<file path="src/rtl/mole_pkg.sv">
// Shared definitions for the whack-a-mole hole scheduler: hole-state encodings,
// hole count and a 1-based hole-number to one-hot helper.
package mole_pkg;

    localparam int         NUM_HOLES = 5;
    localparam logic [2:0] HOLE_NONE = 3'd0;

    typedef enum logic [1:0] {
        HOLE_OFF     = 2'd0,
        HOLE_UP      = 2'd1,
        HOLE_HIT     = 2'd2,
        HOLE_ESCAPED = 2'd3
    } hole_state_t;

    // Hole numbers are 1-based; 0 and out-of-range values map to an empty mask.
    function automatic logic [NUM_HOLES-1:0] hole_onehot(input logic [2:0] hole);
        logic [NUM_HOLES-1:0] oh;
        oh = '0;
        for (int i = 0; i < NUM_HOLES; i++) begin
            if (hole == 3'(i + 1)) oh[i] = 1'b1;
        end
        return oh;
    endfunction

endpackage

</file>
<file path="src/rtl/mole_slot.sv">
// One hole's lifecycle: spawn, lifetime countdown, whack resolution and flash hold.
//   state        | meaning
//   HOLE_OFF     | empty, may accept a spawn on a tick
//   HOLE_UP      | mole showing, timer counts remaining lifetime ticks
//   HOLE_HIT     | whacked, timer counts remaining flash ticks
//   HOLE_ESCAPED | timed out, timer counts remaining flash ticks
module mole_slot
    import mole_pkg::*;
#(
    parameter int LIFETIME_TICKS = 8,
    parameter int FLASH_TICKS    = 2
) (
    input  logic       clock,
    input  logic       reset,
    input  logic       clear,
    input  logic       tick,
    input  logic       spawn_req,
    input  logic       whack_req,
    output logic [1:0] state,
    output logic       expire_evt,
    output logic       hit_evt,
    output logic       miss_evt
);

    localparam logic [3:0] LIFE_C  = 4'(LIFETIME_TICKS);
    localparam logic [3:0] FLASH_C = 4'(FLASH_TICKS);

    hole_state_t state_q, state_d;
    logic [3:0]  timer_q, timer_d;

    always_comb begin
        state_d    = state_q;
        timer_d    = timer_q;
        expire_evt = 1'b0;
        hit_evt    = 1'b0;
        miss_evt   = whack_req && (state_q != HOLE_UP);
        // A whack on an UP mole beats any same-cycle expiry of that mole.
        if (whack_req && state_q == HOLE_UP) begin
            state_d = HOLE_HIT;
            timer_d = FLASH_C;
            hit_evt = 1'b1;
        end else if (tick) begin
            case (state_q)
                HOLE_OFF: begin
                    if (spawn_req) begin
                        state_d = HOLE_UP;
                        timer_d = LIFE_C;
                    end
                end
                HOLE_UP: begin
                    if (timer_q > 4'd1) begin
                        timer_d = timer_q - 4'd1;
                    end else begin
                        state_d    = HOLE_ESCAPED;
                        timer_d    = FLASH_C;
                        expire_evt = 1'b1;
                    end
                end
                default: begin
                    if (timer_q > 4'd1) begin
                        timer_d = timer_q - 4'd1;
                    end else begin
                        state_d = HOLE_OFF;
                        timer_d = 4'd0;
                    end
                end
            endcase
        end
    end

    always_ff @(posedge clock) begin
        if (!reset || clear) begin
            state_q <= HOLE_OFF;
            timer_q <= 4'd0;
        end else begin
            state_q <= state_d;
            timer_q <= timer_d;
        end
    end

    assign state = state_q;

endmodule

</file>
<file path="src/rtl/mole_scheduler.sv">
// Whack-a-mole scheduler: press detection, spawn arbitration against the active
// limit, and registered pulse/mask outputs over a bank of hole slots.
module mole_scheduler
    import mole_pkg::*;
#(
    parameter int LIFETIME_TICKS = 8,
    parameter int FLASH_TICKS    = 2,
    parameter int MAX_ACTIVE     = 3
) (
    input  logic       clock,
    input  logic       reset,
    input  logic       enable,
    input  logic       tick,
    input  logic [2:0] rngValue,
    input  logic [2:0] hitIn,
    output logic [4:0] molesVisible,
    output logic [4:0] hitMask,
    output logic [2:0] activeCount,
    output logic       hitPulse,
    output logic [2:0] hitHole,
    output logic       missPulse,
    output logic       escapePulse
);

    localparam logic [2:0] MAX_ACTIVE_C = 3'(MAX_ACTIVE);

    logic [2:0] prev_hit_q, prev_hit_d;
    logic [2:0] active_q, active_d;
    logic       hit_pulse_q, hit_pulse_d;
    logic [2:0] hit_hole_q, hit_hole_d;
    logic       miss_pulse_q, miss_pulse_d;
    logic       escape_pulse_q, escape_pulse_d;

    logic                 press;
    logic [NUM_HOLES-1:0] whack_req, spawn_req;
    logic [NUM_HOLES-1:0] up_mask, hit_mask, off_mask;
    logic [NUM_HOLES-1:0] expire_evt, hit_evt, miss_evt;
    logic [1:0]           slot_state [NUM_HOLES];

    function automatic logic [2:0] count_ones(input logic [NUM_HOLES-1:0] v);
        logic [2:0] n;
        n = '0;
        for (int i = 0; i < NUM_HOLES; i++) n = n + {2'b00, v[i]};
        return n;
    endfunction

    always_comb begin
        prev_hit_d = hitIn;
        press      = (hitIn != HOLE_NONE) && (hitIn <= 3'(NUM_HOLES)) && (hitIn != prev_hit_q);
        whack_req  = press ? hole_onehot(hitIn) : '0;
        spawn_req  = '0;
        if (tick && (rngValue < 3'(NUM_HOLES)) && (active_q < MAX_ACTIVE_C)) begin
            spawn_req = hole_onehot(rngValue + 3'd1);
        end
        hit_pulse_d    = |hit_evt;
        hit_hole_d     = hit_pulse_d ? hitIn : HOLE_NONE;
        miss_pulse_d   = |miss_evt;
        escape_pulse_d = |expire_evt;
        // Only an OFF hole accepts a spawn, so the accepted spawn is the masked request.
        active_d = active_q + count_ones(spawn_req & off_mask)
                 - count_ones(hit_evt) - count_ones(expire_evt);
    end

    for (genvar g = 0; g < NUM_HOLES; g++) begin : g_slot
        mole_slot #(
            .LIFETIME_TICKS(LIFETIME_TICKS),
            .FLASH_TICKS   (FLASH_TICKS)
        ) u_slot (
            .clock     (clock),
            .reset     (reset),
            .clear     (!enable),
            .tick      (tick),
            .spawn_req (spawn_req[g]),
            .whack_req (whack_req[g]),
            .state     (slot_state[g]),
            .expire_evt(expire_evt[g]),
            .hit_evt   (hit_evt[g]),
            .miss_evt  (miss_evt[g])
        );
        assign up_mask[g]  = (slot_state[g] == HOLE_UP);
        assign hit_mask[g] = (slot_state[g] == HOLE_HIT);
        assign off_mask[g] = (slot_state[g] == HOLE_OFF);
    end

    always_ff @(posedge clock) begin
        if (!reset || !enable) begin
            prev_hit_q     <= HOLE_NONE;
            active_q       <= 3'd0;
            hit_pulse_q    <= 1'b0;
            hit_hole_q     <= HOLE_NONE;
            miss_pulse_q   <= 1'b0;
            escape_pulse_q <= 1'b0;
        end else begin
            prev_hit_q     <= prev_hit_d;
            active_q       <= active_d;
            hit_pulse_q    <= hit_pulse_d;
            hit_hole_q     <= hit_hole_d;
            miss_pulse_q   <= miss_pulse_d;
            escape_pulse_q <= escape_pulse_d;
        end
    end

    assign molesVisible = up_mask;
    assign hitMask      = hit_mask;
    assign activeCount  = active_q;
    assign hitPulse     = hit_pulse_q;
    assign hitHole      = hit_hole_q;
    assign missPulse    = miss_pulse_q;
    assign escapePulse  = escape_pulse_q;

endmodule
</file>
<file path="config.mk">
export PLATFORM = sky130hd
export DESIGN_NAME = mole_scheduler
export DESIGN_NICKNAME = d
export VERILOG_FILES = /design/src/rtl/mole_pkg.sv /design/src/rtl/mole_slot.sv /design/src/rtl/mole_scheduler.sv
export SDC_FILE = /design/constraint.sdc
export NUM_CORES = 1
export LEC_CHECK = 0
export CORE_ASPECT_RATIO = 0.9
export CORE_MARGIN = 3
export CORE_UTILIZATION = 35
export DETAILED_ROUTE_END_ITERATION = 6
export PLACE_DENSITY_LB_ADDON = 0.05
export SLEW_MARGIN = 0
export SYNTH_ARGS = -nofsm -noshare
export SYNTH_HDL_FRONTEND = slang
export SYNTH_SLANG_ARGS = --single-unit
export TNS_END_PERCENT = 30
</file>
<file path="constraint.sdc">
create_clock -name clock -period 5.85 [get_ports clock]
set_input_delay 0.585 -clock clock [delete_from_list [all_inputs] [get_ports clock]]
set_output_delay 0.585 -clock clock [all_outputs]
set_load 0.005 [all_outputs]
</file>
==> flow_summary.json <==
{
  "status": "finished, final reports clean",
  "cts_tree": "built",
  "fp.dieH_um": 89.4,
  "syn_inst": 325,
  "ys_top_cells_by_count": "dfxtp_1, nor2_1, inv_1",
  "fin_worst_skew_ps": 5.48,
  "design.die.area_um2": 8820,
  "synth.distinct_cells": 54,
  "nets": 391,
  "yosysMostFrequentCell": "dfxtp_1",
  "min_path_type": "flip-flop to flip-flop",
  "area_delta_synth_final_pct": 18.5,
  "antennaDiodeCount": 0,
  "cp_cell_sequence": "clkdlybuf4s50_1 -> inv_1 -> or4_1 -> nand4_1 -> fa_1 -> inv_1 -> ha_1 -> inv_1 -> fa_1 -> inv_1 -> fa_1 -> fa_1 -> inv_1 -> ha_1 -> xor2_1 -> xnor2_1 -> xnor2_1 -> nor2_1",
  "async_reset_ff_share_pct": 0,
  "final-setup-viol-count": 0,
  "cts_buffers": 5,
  "drt_iter0_drc": 162,
  "core_um2": 7290,
  "critical_path_class": "input port to flip-flop",
  "drc": 0,
  "critPathCaptureType": "flip-flop",
  "cts_sinks": 42,
  "syn-num-nets": 360,
  "period_share_pct": 82.4,
  "ctsLongestPathBuffers": 2,
  "hold_start": "g_slot[3].u_slot.timer_q[3]",
  "synth_seq_cells": 42,
  "io_buffers": 28,
  "grt_first_pass_wirelength_um": 11100,
  "synth_top_flop_cell": "dfxtp_1",
  "tns_ps": 0,
  "path_depth": 18,
  "cts.clk_slew.worst_paths_ps": 90,
  "grt-ovfl-total": 0,
  "postCtsSetupBuffers": 0,
  "cts_resized": 0,
  "finalHoldViolCount": 0,
  "slew_headroom_pct": 35.5,
  "initial_core_util_pct": 37.1,
  "r2r_cells": 15,
  "cp_max_fo": 5,
  "dp_slack_ps": 712,
  "cp-startpoint": "hitIn[0]",
  "h-tree-depth": 2,
  "insertion_delay_ps": 300,
  "viasPerCell": 5.24,
  "drtAntennaViolNets": 0,
  "ioPinCount": 29,
  "yosysWarnings": 0,
  "die_x_um": 98.7,
  "dpl.hpwl_um": 5350,
  "setup_ws_ps": 1030,
  "layout_min_cycle_time_ps": 4820,
  "wire_per_inst_um": 15.2,
  "vias": 2359,
  "ctsRootBufferMaster": "clkbuf_8",
  "max_cap_viol_count": 0,
  "reg2reg_from": "prev_hit_q[1]",
  "vdd_ir_drop_max_v": 0.0000923,
  "ys_seq_area_share_pct": 31.1,
  "antenna_found_initial": 0,
  "regToRegEndpoint": "activeCount[2]",
  "required_ps": 6040,
  "rsz0062_at_grt": "no",
  "cp-endpoint": "activeCount[2]",
  "p_per_area_nw_per_um2": 217,
  "grt_max_degree": 26,
  "syn_area_um2": 2710,
  "avgSynthCellArea_um2": 8.33,
  "final_layout_size_suffix_gt1_share_pct": 5.32,
  "fp-row-count": 29,
  "crit_buf_inv": 6,
  "routed_wl_um": 6830,
  "track_usage_pct": 15.9,
  "crit_slowest_cell": "or4_1",
  "synth-edff-count": 0,
  "globalplace.congestion": 0.796,
  "finalPower_uw": 697,
  "fmax_mhz": 208,
  "path_common_cell": "inv_1",
  "p_leak_nw": 1.19,
  "grt_pass1_vias": 2195,
  "synth_area_leaders": "dfxtp_1, ha_1, fa_1",
  "firstDrtPassIters": 4,
  "tightestPinTransition_ps": 960,
  "slew_viol_final": 0,
  "arrival_ps": 5010,
  "start_kind": "input port",
  "synth_top_area_share_pct": 31.1,
  "path_delay_family": "adder cells",
  "slowest_delay_ps": 590,
  "synth_top_area_cell": "dfxtp_1",
  "ctsHoldBuffers": 0,
  "ff2ff_setup_slack_ps": 1200
}
[metal layers]
layer	share of wire (%)	global-route usage [%]	up-vias
met1	52	22.5	1090
li1	-	-	1220
met2	43	24.9	39
met4	1.4	4.59	0
met3	3.3	2.89	10
met5	0	0	-
[kinds of logic (layout without fill, tap and decap cells)]
group	count (synthesis)	after routing	share of synthesized area, %
simple gates	134	134	26.6
compound gates	68	68	16.7
flops	42	42	31.1
buf+inv	38	70	5.32
fa+ha+maj	25	25	14.1
xor+xnor	12	12	3.88
mux	6	6	2.31
[registers in the layout, indices dropped and copies added (netlist names)]
name                   flops
hitHole                    3
escapePulse                1
activeCount                3
g_slot.u_slot.timer_q     20
hitPulse                   1
prev_hit_q                 3
g_slot.u_slot.state       10
missPulse                  1
[per-stage QoR]
stage | area [um2] | utilization (%) | hold slack (ps) | cells
CTS | 3210 | 44.0 | 520 | 450
detailed placement | 3090 | 42.4 | 508 | 442
global placement | 3090 | 42.4 | 499 | 442
floorplan | 2710 | - | 476 | 325
global route | 3210 | 44.0 | 549 | 450
finish | 3210 | 44.0 | 518 | 450
[power by group]
group / internal [mW] / total [mW] / leakage [nW] / switching (mW)
clock network: 0.127 / 0.235 / 0.0504 / 0.108
logic: 0.0793 / 0.160 / 0.800 / 0.0803
registers: 0.294 / 0.302 / 0.340 / 0.00873
total: 0.500 / 0.697 / 1.19 / 0.197
[worst register-to-register path, stage by stage (launching register included)]
cell and delay [ps]:
dfxtp_1 410, inv_1 60, o311ai_1 640, nand4_1 270, fa_1 580, inv_1 40
ha_1 310, fa_1 420, fa_1 500, fa_1 550, inv_1 50, ha_1 190
xor2_1 150, xnor2_1 180, xnor2_1 130, nor2_1 50
[how the worst min path moves through the flow]
stage,depth (start not counted),to
floorplan,2,g_slot[1].u_slot.timer_q[3]
global placement,2,g_slot[3].u_slot.timer_q[3]
detailed placement,2,g_slot[3].u_slot.timer_q[3]
CTS,2,g_slot[3].u_slot.timer_q[3]
global route,2,g_slot[2].u_slot.timer_q[1]
finish,2,g_slot[3].u_slot.timer_q[3]
[cell usage in the layout, fill, tap and decap left out, drive strengths merged, types with 4 or more instances in the layout]
cell type	netlist	layout
nor2b	12	12
nand3	4	4
nor3	17	17
dfxtp	42	42
nor2	37	37
or3	4	4
nand2b	7	7
nand4	6	6
a31oi	4	4
inv	32	32
clkbuf	5	5
clkdlybuf4s50	0	28
nand2	17	17
nand3b	5	5
fa	9	9
and3	6	6
nor4	9	9
o21ai	14	14
ha	16	16
xnor2	9	9
a21oi	20	20
mux2i	4	4
[final cells by class]
| cell class | count | area, um2 |
|---|---|---|
| fillers | 739 | 4090 |
| multi-input cells | 245 | 1720 |
| flip-flops and latches | 42 | 841 |
| repair buffers | 30 | 295 |
| inverters | 32 | 120 |
| well taps | 93 | 116 |
| clock buffers | 5 | 68.8 |
| clock inverters | 3 | 45.0 |
Note: power is estimated with default switching activity, not from simulation.
